===== src/rtl/dmem_port_arbiter_if.sv =====
// Bus bundle for dmem_port_arbiter: core port (C), auxiliary port (A) and memory side.
// slave = arbiter view; master = environment view (requesters plus memory).
interface dmem_port_arbiter_if;
  logic        core_req_i;
  logic [3:0]  core_we_i;
  logic [29:0] core_addr_i;
  logic [31:0] core_wdata_i;
  logic [31:0] core_rdata_o;
  logic        core_done_o;
  logic        core_busywait_o;

  logic        aux_req_i;
  logic [3:0]  aux_we_i;
  logic [29:0] aux_addr_i;
  logic [31:0] aux_wdata_i;
  logic [31:0] aux_rdata_o;
  logic        aux_done_o;

  logic        mem_req_o;
  logic [3:0]  mem_we_o;
  logic [29:0] mem_addr_o;
  logic [31:0] mem_wdata_o;
  logic [31:0] mem_rdata_i;
  logic        mem_ready_i;
  logic        err_o;

  modport slave (
    input  core_req_i, core_we_i, core_addr_i, core_wdata_i,
    input  aux_req_i, aux_we_i, aux_addr_i, aux_wdata_i,
    input  mem_rdata_i, mem_ready_i,
    output core_rdata_o, core_done_o, core_busywait_o,
    output aux_rdata_o, aux_done_o,
    output mem_req_o, mem_we_o, mem_addr_o, mem_wdata_o, err_o
  );

  modport master (
    output core_req_i, core_we_i, core_addr_i, core_wdata_i,
    output aux_req_i, aux_we_i, aux_addr_i, aux_wdata_i,
    output mem_rdata_i, mem_ready_i,
    input  core_rdata_o, core_done_o, core_busywait_o,
    input  aux_rdata_o, aux_done_o,
    input  mem_req_o, mem_we_o, mem_addr_o, mem_wdata_o, err_o
  );
endinterface


===== src/rtl/dmem_port_arbiter.sv =====
// Two-port (core C / aux A) arbiter and sequencer in front of a single-ported data memory.
// Define DMEM_ARB_ROUND_ROBIN_EN for round-robin tie-breaking; default is fixed priority to C.

// Per-port read-data holding register; keeps the last load result until the next capture.
module dmem_port_arbiter_ret (
  input  logic        clk_i,
  input  logic        rst_n_i,
  input  logic        cap_i,
  input  logic [31:0] data_i,
  output logic [31:0] rdata_o
);
  logic [31:0] rdata_q, rdata_d;

  always_comb begin
    rdata_d = rdata_q;
    if (cap_i) rdata_d = data_i;
  end

  always_ff @(posedge clk_i or negedge rst_n_i) begin
    if (!rst_n_i) rdata_q <= '0;
    else          rdata_q <= rdata_d;
  end

  assign rdata_o = rdata_q;
endmodule

module dmem_port_arbiter #(
  parameter int unsigned TIMEOUT_CYCLES = 255
) (
  input  logic               clk_i,
  input  logic               rst_n_i,
  dmem_port_arbiter_if.slave bus
);
  localparam int NUM_PORTS = 2;
  localparam int P_C       = 0;
  localparam int P_A       = 1;
  localparam int CNT_W     = (TIMEOUT_CYCLES > 1) ? $clog2(TIMEOUT_CYCLES) : 1;
  localparam logic [CNT_W-1:0] CNT_LAST =
    CNT_W'((TIMEOUT_CYCLES > 0) ? (TIMEOUT_CYCLES - 1) : 0);

  typedef enum logic [1:0] {S_IDLE, S_ACCESS, S_DONE} state_e;

  typedef struct packed {
    logic [3:0]  we;
    logic [29:0] addr;
    logic [31:0] wdata;
  } mreq_t;

  state_e                         state_q, state_d;
  logic                           owner_q, owner_d;
  mreq_t                          lat_q, lat_d;
  logic [CNT_W-1:0]               cnt_q, cnt_d;
  logic                           to_q, to_d;

  logic [NUM_PORTS-1:0]           port_req;
  mreq_t [NUM_PORTS-1:0]          port_fld;
  logic [NUM_PORTS-1:0]           port_cap;
  logic [NUM_PORTS-1:0]           port_done;
  logic [NUM_PORTS-1:0][31:0]     port_rdata;
  logic [31:0]                    cap_data;
  logic                           grant_v;
  logic                           grant_p;

  assign port_req      = {bus.aux_req_i, bus.core_req_i};
  assign port_fld[P_C] = {bus.core_we_i, bus.core_addr_i, bus.core_wdata_i};
  assign port_fld[P_A] = {bus.aux_we_i, bus.aux_addr_i, bus.aux_wdata_i};

`ifdef DMEM_ARB_ROUND_ROBIN_EN
  logic last_q, last_d;

  always_comb begin
    grant_v = |port_req;
    // on a tie, serve whichever port was not served last
    if (&port_req) grant_p = ~last_q;
    else           grant_p = port_req[P_A];
  end

  always_ff @(posedge clk_i or negedge rst_n_i) begin
    if (!rst_n_i) last_q <= 1'b1;
    else          last_q <= last_d;
  end

  always_comb begin
    last_d = last_q;
    if (state_q == S_IDLE && grant_v) last_d = grant_p;
  end
`else
  always_comb begin
    grant_v = |port_req;
    grant_p = ~port_req[P_C];
  end
`endif

  always_ff @(posedge clk_i or negedge rst_n_i) begin
    if (!rst_n_i) begin
      state_q <= S_IDLE;
      owner_q <= 1'b0;
      lat_q   <= '0;
      cnt_q   <= '0;
      to_q    <= 1'b0;
    end else begin
      state_q <= state_d;
      owner_q <= owner_d;
      lat_q   <= lat_d;
      cnt_q   <= cnt_d;
      to_q    <= to_d;
    end
  end

  always_comb begin
    state_d  = state_q;
    owner_d  = owner_q;
    lat_d    = lat_q;
    cnt_d    = cnt_q;
    to_d     = to_q;
    port_cap = '0;
    cap_data = bus.mem_rdata_i;
    unique case (state_q)
      S_IDLE: begin
        if (grant_v) begin
          state_d = S_ACCESS;
          owner_d = grant_p;
          lat_d   = port_fld[grant_p];
          cnt_d   = '0;
          to_d    = 1'b0;
        end
      end
      S_ACCESS: begin
        if (bus.mem_ready_i) begin
          state_d           = S_DONE;
          port_cap[owner_q] = (lat_q.we == 4'h0);
        end else if (TIMEOUT_CYCLES != 0 && cnt_q == CNT_LAST) begin
          // a timed-out load returns zero rather than stale data
          state_d           = S_DONE;
          to_d              = 1'b1;
          port_cap[owner_q] = (lat_q.we == 4'h0);
          cap_data          = '0;
        end else begin
          cnt_d = cnt_q + CNT_W'(1);
        end
      end
      S_DONE:  state_d = S_IDLE;
      default: state_d = S_IDLE;
    endcase
  end

  for (genvar p = 0; p < NUM_PORTS; p++) begin : g_port
    assign port_done[p] = (state_q == S_DONE) && (owner_q == 1'(p));

    dmem_port_arbiter_ret u_ret (
      .clk_i   (clk_i),
      .rst_n_i (rst_n_i),
      .cap_i   (port_cap[p]),
      .data_i  (cap_data),
      .rdata_o (port_rdata[p])
    );
  end

  assign bus.core_rdata_o    = port_rdata[P_C];
  assign bus.core_done_o     = port_done[P_C];
  assign bus.core_busywait_o = bus.core_req_i & ~port_done[P_C];
  assign bus.aux_rdata_o     = port_rdata[P_A];
  assign bus.aux_done_o      = port_done[P_A];

  assign bus.mem_req_o   = (state_q == S_ACCESS);
  assign bus.mem_we_o    = lat_q.we;
  assign bus.mem_addr_o  = lat_q.addr;
  assign bus.mem_wdata_o = lat_q.wdata;
  assign bus.err_o       = (state_q == S_DONE) && to_q;
endmodule


===== src/flat_wrapper.sv =====
// flat-port wrapper written by rule: the top's interface ports become plain ports
module dmem_port_arbiter_flat 
#(
  parameter int unsigned TIMEOUT_CYCLES = 255
)
  (clk_i, rst_n_i, bus_core_req_i, bus_core_we_i, bus_core_addr_i, bus_core_wdata_i, bus_aux_req_i, bus_aux_we_i, bus_aux_addr_i, bus_aux_wdata_i, bus_mem_rdata_i, bus_mem_ready_i, bus_core_rdata_o, bus_core_done_o, bus_core_busywait_o, bus_aux_rdata_o, bus_aux_done_o, bus_mem_req_o, bus_mem_we_o, bus_mem_addr_o, bus_mem_wdata_o, bus_err_o);
  dmem_port_arbiter_if bus_i ();
  input  logic clk_i;
  input  logic rst_n_i;
  input wire logic [$bits(bus_i.core_req_i)-1:0] bus_core_req_i;
  input wire logic [$bits(bus_i.core_we_i)-1:0] bus_core_we_i;
  input wire logic [$bits(bus_i.core_addr_i)-1:0] bus_core_addr_i;
  input wire logic [$bits(bus_i.core_wdata_i)-1:0] bus_core_wdata_i;
  input wire logic [$bits(bus_i.aux_req_i)-1:0] bus_aux_req_i;
  input wire logic [$bits(bus_i.aux_we_i)-1:0] bus_aux_we_i;
  input wire logic [$bits(bus_i.aux_addr_i)-1:0] bus_aux_addr_i;
  input wire logic [$bits(bus_i.aux_wdata_i)-1:0] bus_aux_wdata_i;
  input wire logic [$bits(bus_i.mem_rdata_i)-1:0] bus_mem_rdata_i;
  input wire logic [$bits(bus_i.mem_ready_i)-1:0] bus_mem_ready_i;
  output wire logic [$bits(bus_i.core_rdata_o)-1:0] bus_core_rdata_o;
  output wire logic [$bits(bus_i.core_done_o)-1:0] bus_core_done_o;
  output wire logic [$bits(bus_i.core_busywait_o)-1:0] bus_core_busywait_o;
  output wire logic [$bits(bus_i.aux_rdata_o)-1:0] bus_aux_rdata_o;
  output wire logic [$bits(bus_i.aux_done_o)-1:0] bus_aux_done_o;
  output wire logic [$bits(bus_i.mem_req_o)-1:0] bus_mem_req_o;
  output wire logic [$bits(bus_i.mem_we_o)-1:0] bus_mem_we_o;
  output wire logic [$bits(bus_i.mem_addr_o)-1:0] bus_mem_addr_o;
  output wire logic [$bits(bus_i.mem_wdata_o)-1:0] bus_mem_wdata_o;
  output wire logic [$bits(bus_i.err_o)-1:0] bus_err_o;
  assign bus_i.core_req_i = bus_core_req_i;
  assign bus_i.core_we_i = bus_core_we_i;
  assign bus_i.core_addr_i = bus_core_addr_i;
  assign bus_i.core_wdata_i = bus_core_wdata_i;
  assign bus_i.aux_req_i = bus_aux_req_i;
  assign bus_i.aux_we_i = bus_aux_we_i;
  assign bus_i.aux_addr_i = bus_aux_addr_i;
  assign bus_i.aux_wdata_i = bus_aux_wdata_i;
  assign bus_i.mem_rdata_i = bus_mem_rdata_i;
  assign bus_i.mem_ready_i = bus_mem_ready_i;
  assign bus_core_rdata_o = bus_i.core_rdata_o;
  assign bus_core_done_o = bus_i.core_done_o;
  assign bus_core_busywait_o = bus_i.core_busywait_o;
  assign bus_aux_rdata_o = bus_i.aux_rdata_o;
  assign bus_aux_done_o = bus_i.aux_done_o;
  assign bus_mem_req_o = bus_i.mem_req_o;
  assign bus_mem_we_o = bus_i.mem_we_o;
  assign bus_mem_addr_o = bus_i.mem_addr_o;
  assign bus_mem_wdata_o = bus_i.mem_wdata_o;
  assign bus_err_o = bus_i.err_o;
  dmem_port_arbiter #(.TIMEOUT_CYCLES(TIMEOUT_CYCLES)) u_core (.clk_i(clk_i), .rst_n_i(rst_n_i), .bus(bus_i));
endmodule

===== config.mk =====
export PLATFORM = sky130hd
export DESIGN_NAME = dmem_port_arbiter_flat
export DESIGN_NICKNAME = d
export VERILOG_FILES = /design/src/rtl/dmem_port_arbiter_if.sv /design/src/rtl/dmem_port_arbiter.sv /design/src/flat_wrapper.sv
export SDC_FILE = /design/constraint.sdc
export NUM_CORES = 1
export LEC_CHECK = 0
export ABC_AREA = 1
export ABC_CLOCK_PERIOD_IN_PS = 2350
export BUFFER_PORTS_ARGS = -buffer_cell sky130_fd_sc_hd__buf_2
export CORE_MARGIN = 3
export CORE_UTILIZATION = 45
export DETAILED_ROUTE_END_ITERATION = 10
export GPL_TIMING_DRIVEN = 0
export HOLD_SLACK_MARGIN = 0.08
export MAX_ROUTING_LAYER = met4
export PLACE_DENSITY = 0.81
export RECOVER_POWER = 25
export SETUP_SLACK_MARGIN = 0.3
export SLEW_MARGIN = 0
export SYNTH_ARGS = -nofsm -noshare
export SYNTH_HDL_FRONTEND = slang
export SYNTH_HIERARCHICAL = 1
export SYNTH_SLANG_ARGS = --single-unit
export TNS_END_PERCENT = 20

===== constraint.sdc =====
create_clock -name clk_i -period 2.35 [get_ports clk_i]
set_input_delay 0.1175 -clock clk_i [delete_from_list [all_inputs] [get_ports clk_i]]
set_output_delay 0.1175 -clock clk_i [all_outputs]
set_load 0.01 [all_outputs]

Yosys cells after proc, flatten, opt, wreduce, memory -nomap -nowiden. Index checks and enable logic that the tools add are counted.

Add/sub/neg operators: 1. Div/mod/pow operators: 0. Equal/unequal tests: 8. Shifts and indexed selects: 0. Reductions and logical operators: 12. $mul: 0. Bitwise gates (word level): 5. Mux-type cells: 22. Order comparisons: 3.

Operators by type and width (count): 66-bit 2-to-1 mux (2); 32-bit 2-to-1 mux (3); 8-bit 2-to-1 mux (3); 8-bit case mux with 2 select lines (1); 2-bit 2-to-1 mux (6); 8-bit by 1-bit adder with 8-bit output (second input constant) (1); 8-bit equality test (second input constant) (1); 4-bit AND reduction (2); 1-bit logical AND (4); 4-bit logical NOT (1); 1-bit by 2-bit < comparator with 1-bit output (second input constant) (2); 1-bit 2-to-1 mux (4); 2-bit by 1-bit inequality test with 1-bit output (second input constant) (2); 2-bit inequality test (second input constant) (2); 2-bit case mux with 2 select lines (1); 2-bit AND reduction (2); 3-bit by 2-bit inequality test with 1-bit output (second input constant) (1); 1-bit NOT (3); 2-bit bitwise AND (1); 2-bit by 1-bit equality test with 1-bit output (second input constant) (1); 2-bit equality test (second input constant) (1); 2-bit logical NOT (1); 1-bit case mux with 2 select lines (1); 2-bit nonzero test (1); 4 further kinds (4).

Bits in latches: 0. Register bits: 142. Memory bits (writable): 0. Memory bits (read-only): 0. Logic and storage cells: 60. Memories kept: 0.

Longest topological paths before layout.
Depth in word-level cells: 8. Mapped depth: 13. Mapped depth without buffers: 11.

By module. Netlist, hierarchy kept.

By module, submodules not included: dmem_port_arbiter (sequential area each 1951.9 sq um, times used 1, area each 3971.3 sq um, cells an instance 533); dmem_port_arbiter_ret (sequential area each 800.8 sq um, times used 2, area each 1292.5 sq um, cells an instance 136).

Worst setup path before layout. Ideal clock, no wire load.

Path type: reg-to-reg. Start point: register u_core.cnt_q[0]. End point: register u_core.g_port[0].u_ret.rdata_q[0]. Clock period less this slack: 1705 ps. Data arrival time: 1589 ps. Cell stages (with the launch flop): 14. Path slack: 645 ps. Path through: dfrtp_1 inv_1 ha_1 nand2_1 nor2_1 nand2_1 nand3_1 nand3_1 nor2_1 buf_6 inv_8 buf_12 nand2_2 nand2_1.

Longest elaborated chain between the ends: 4.

Ends and longest elaborated chain: start, declared (RTL line dmem_port_arbiter.sv:52) `logic [CNT_W-1:0] cnt_q, cnt_d;`; start signal, assigned (RTL line dmem_port_arbiter.sv:105) `cnt_q <= cnt_d;`; 8-bit equality test (RTL line dmem_port_arbiter.sv:132) `end else if (TIMEOUT_CYCLES != 0 && cnt_q == CNT_LAST) begin`; 2-bit 2-to-1 mux (RTL line dmem_port_arbiter.sv:132); 2-bit 2-to-1 mux (RTL line dmem_port_arbiter.sv:129) `if (bus.mem_ready_i) begin`; 2-bit 2-to-1 mux (RTL line dmem_port_arbiter.sv:118) `unique case (state_q)`; via u_core.port_cap[0] (RTL line dmem_port_arbiter.sv:57) `logic [NUM_PORTS-1:0] port_cap;`; end signal, assigned (RTL line dmem_port_arbiter.sv:21) `else rdata_q <= rdata_d;`; end, declared (RTL line dmem_port_arbiter.sv:12) `logic [31:0] rdata_q, rdata_d;`.

The timed path passes the listed nets, and every way through them passes these cells. A chain may end at the register's enable or synchronous reset.

Final worst setup path.
Start point: register u_core.state_q[1]. End point: register u_core.lat_q, in the netlist u_core/bus.mem_addr_o[5].

Longest elaborated chain between the ends: 2.

Ends and longest elaborated chain: start, declared (RTL line dmem_port_arbiter.sv:49) `state_e state_q, state_d;`; start signal, assigned (RTL line dmem_port_arbiter.sv:102) `state_q <= state_d;`; 2-bit logical NOT (RTL line dmem_port_arbiter.sv:118); 2-bit AND reduction (no source line); end signal, assigned (RTL line dmem_port_arbiter.sv:104) `lat_q <= lat_d;`; end, declared (RTL line dmem_port_arbiter.sv:51) `mreq_t lat_q, lat_d;`.

Every way passes these cells.

==> out/metrics.cfg <==
[power]
power_switching_mw = 4.78
switching_share = 0.381
vdd_drop_max_uv = 615
p_int_mw = 7.77
p_leak_nw = 5.57
clockPowerShare = 0.213
seqPwrFrac = 0.343
combPwrFrac = 0.443
powerDensity_nw_per_um2 = 1190

[critical_path]
worstSetupEndpointType = flip-flop
slowest_delay_ns = 0.61
cp_num_buf_inv = 4
crit_type = flip-flop to flip-flop
crit_slowest_cell = dlygate4sd3_1
path_cells = nor2_1 > nand2_1 > inv_4 > buf_8 > buf_4 > a31oi_1 > dlygate4sd3_1
crit_path_max_fanout = 10
cp.arrival_ns = 2.35
critPathLaunchType = flip-flop
cp_data_required_time_ns = 2.64
cp_top_family = buffers and inverters

[yosys]
synth-seq-cells = 142
synthFlopType = dfrtp_1
synth_fp_nets = 976
synth.distinct_cells = 25
postSynthCellCount = 805
syn_avg_cell_area_um2 = 8.14
synth_edf_count = 0
yosys_warnings = 6
async_flop_share = 1.00
seq_area_frac_synth = 0.542
synth_area_um2 = 6560

[drt]
wl_per_cell_um = 17.9
vias = 7855
routed-wl-met2_um = 13000
drtIter0Drc = 713
wl_um = 26600
highest_layer = met4
dr.pass1.iters = 7
drt-met1-wl_um = 9190
wl_met3_um = 2550
viasPerCell = 5.28
ant_nets = 0
drc_errors = 0

[timing]
fin_ws_ns = 0.291
timing.final.crit_period_ns = 2.06
period_share = 0.876
setup_viol = 0
maxSlewHeadroom = -0.109
tightest_slew_ns = 1.66
hold_viol_final = 0
final.setup_skew_ns = 0.0118
grt_setup_unrepaired = yes
drv_slew = 63
max_freq_mhz = 486

[run_status]
violations = capacitance limit, slew limit
status = finished, violations left

[floorplan]
start_util = 0.467
die-width_um = 127
pin_count = 304
placementRows = 43
die_h_um = 127
coreArea_um2 = 14000
die-area_um2 = 16100

[final_layout]
drive_gt1_frac = 0.279
fin_area_um2 = 10600
fin_nets = 1463
syn_to_final_growth_pct = 61.0

[global_route]
antenna_found_initial = 2
grt_max_degree = 81
grt_pass1_vias = 8013
track_usage = 0.336
grt_pass1_wl_um = 41300
overflow = 0

[cts]
clk_latency_ns = 0.43
cts_max_level = 4
clkTransAtPathRegs_ns = 0.06
cts.sinks = 142
cts_tree = done
cts_buffers = 17
cts.path.max_buffers = 2
cts_root_buffer = clkbuf_16

[min_path]
hold_class = input port to flip-flop

[placement]
place_ws_ns = 0.384
dp_hpwl_um = 15100
numPortBuffers = 302
gp_congestion = 0.945
dpl_cell_area_um2 = 8330

[job]
max_cap_violations = 1

[worst min-delay path: cells and delay by family]
kind                   cells  cell delay [ns]
buffers and inverters      2             0.19
and+or+nand+nor            1             0.11
AOI/OAI and AO/OA          1             0.08
[stage by stage]
stage | std cells | hold slack [ns] | utilization | TNS (ns) | power (mW)
finish | 1487 | 0.123 | 0.751 | 0 | 12.6
global route | 1487 | 0.133 | 0.751 | 0 | 13.2
CTS | 1485 | 0.133 | 0.752 | 0 | 12.1
detailed placement | 1288 | 0.147 | 0.593 | 0 | 8.32
global placement | 1287 | 0.376 | 0.591 | -120.51 | 8.19
floorplan | 805 | -0.178 | - | 0 | 6.39
[synthesized netlist by cell type (2+ instances only)]
cell | n | area share
nand2_1 | 338 | 0.19
dfrtp_1 | 142 | 0.54
nor2_1 | 110 | 0.063
a31oi_1 | 66 | 0.063
inv_1 | 50 | 0.029
nand2_2 | 21 | 0.020
buf_2 | 18 | 0.014
buf_6 | 10 | 0.017
nand3_1 | 8 | 0.0061
o21ai_0 | 8 | 0.0061
clkbuf_1 | 7 | 0.0040
clkbuf_8 | 6 | 0.013
buf_4 | 3 | 0.0034
buf_12 | 2 | 0.0061
ha_1 | 2 | 0.0038
inv_2 | 2 | 0.0011
inv_8 | 2 | 0.0034
nor2_4 | 2 | 0.0034
xor2_1 | 2 | 0.0027
[area by class of cell]
cell class	count	area [um^2]
diodes	2	5.00
repair buffers	468	3140
well taps	180	225
plain buffers	46	408
fillers	927	3490
multi-input cells	563	2420
flip-flops and latches	142	3550
clock inverters	14	144
clock buffers	18	439
inverters	54	220
[sequential cells by signal, indices dropped and copies added (netlist names)]
register	cells
u_core/bus.mem_addr_o	30
u_core/bus.mem_we_o	4
u_core/to_q	1
u_core/g_port.u_ret/rdata_o	64
u_core/bus.mem_wdata_o	32
u_core/owner_q	1
u_core/state_q	2
u_core/cnt_q	8
[power by group through the flow]
stage,Combinational (mW),Sequential [mW],Clock [mW]
6_report,5.56,4.31,2.68
5_1_grt,5.93,4.43,2.83
4_1_cts,5.25,4.20,2.68
3_5_place_dp,4.09,4.24,0
3_3_place_gp,3.99,4.20,0
2_1_floorplan,1.66,4.72,0
[what timing repair did]
action                     CTS  global route
hold buffers               165             0
setup endpoints to repair    0           125
gates resized for setup      0            19
buffers inserted             0             0
hold endpoints to repair   192             0
[cell families after synthesis]
family | count (synthesis) | synth area share
AND/OR/NAND/NOR | 484 | 0.291
adder cells (fa/ha/maj) | 2 | 0.00382
flip-flops | 142 | 0.542
XOR/XNOR | 2 | 0.00267
buffers and inverters | 100 | 0.0903
AO/OA/AOI/OAI | 75 | 0.0698
[cells in the final DEF (no fill, tap or decap), drive strengths merged]
master,Yosys,final
dlygate4sd3,0,165
nor3b,1,1
inv,54,55
clkinv,0,6
ha,2,2
nand4,1,1
o21ai,8,8
buf,33,288
clkinvlp,0,5
xor2,2,2
a31oi,66,66
nand2,359,359
diode,0,2
dfrtp,142,142
nor3,1,1
a21oi,1,1
nor2,113,113
bufinv,0,2
nand3,9,9
clkbuf,13,79
[path summary, 6_finish.rpt]
| path | depth (start not counted) | endpoint | from | slack (ns) |
|---|---|---|---|---|
| max | 7 | u_core/bus.mem_addr_o[5]$_DFFE_PN0P_ | u_core/state_q[1]$_DFFE_PN0P_ | 0.29 |
| max reg2reg | 7 | u_core/bus.mem_addr_o[5]$_DFFE_PN0P_ | u_core/state_q[1]$_DFFE_PN0P_ | 0.29 |
| min in group asynchronous | 2 | u_core/g_port[1].u_ret/rdata_o[6]$_DFFE_PN0P_ | rst_n_i | 0.68 |
| min | 4 | u_core/cnt_q[3]$_DFFE_PN0P_ | bus_mem_ready_i | 0.12 |
| max in group asynchronous | 3 | u_core/bus.mem_wdata_o[1]$_DFFE_PN0P_ | rst_n_i | 0.57 |
| min reg2reg | 2 | u_core/g_port[0].u_ret/rdata_o[22]$_DFFE_PN0P_ | u_core/g_port[0].u_ret/rdata_o[22]$_DFFE_PN0P_ | 0.47 |
[layer usage]
| layer | GRT usage | vias up |
|---|---|---|
| met5 | - | - |
| li1 | - | 3489 |
| met3 | 0.0712 | 151 |
| met2 | 0.555 | 580 |
| met1 | 0.371 | 3635 |
| met4 | 0.209 | 0 |
Power figures use the tool's default switching activity.
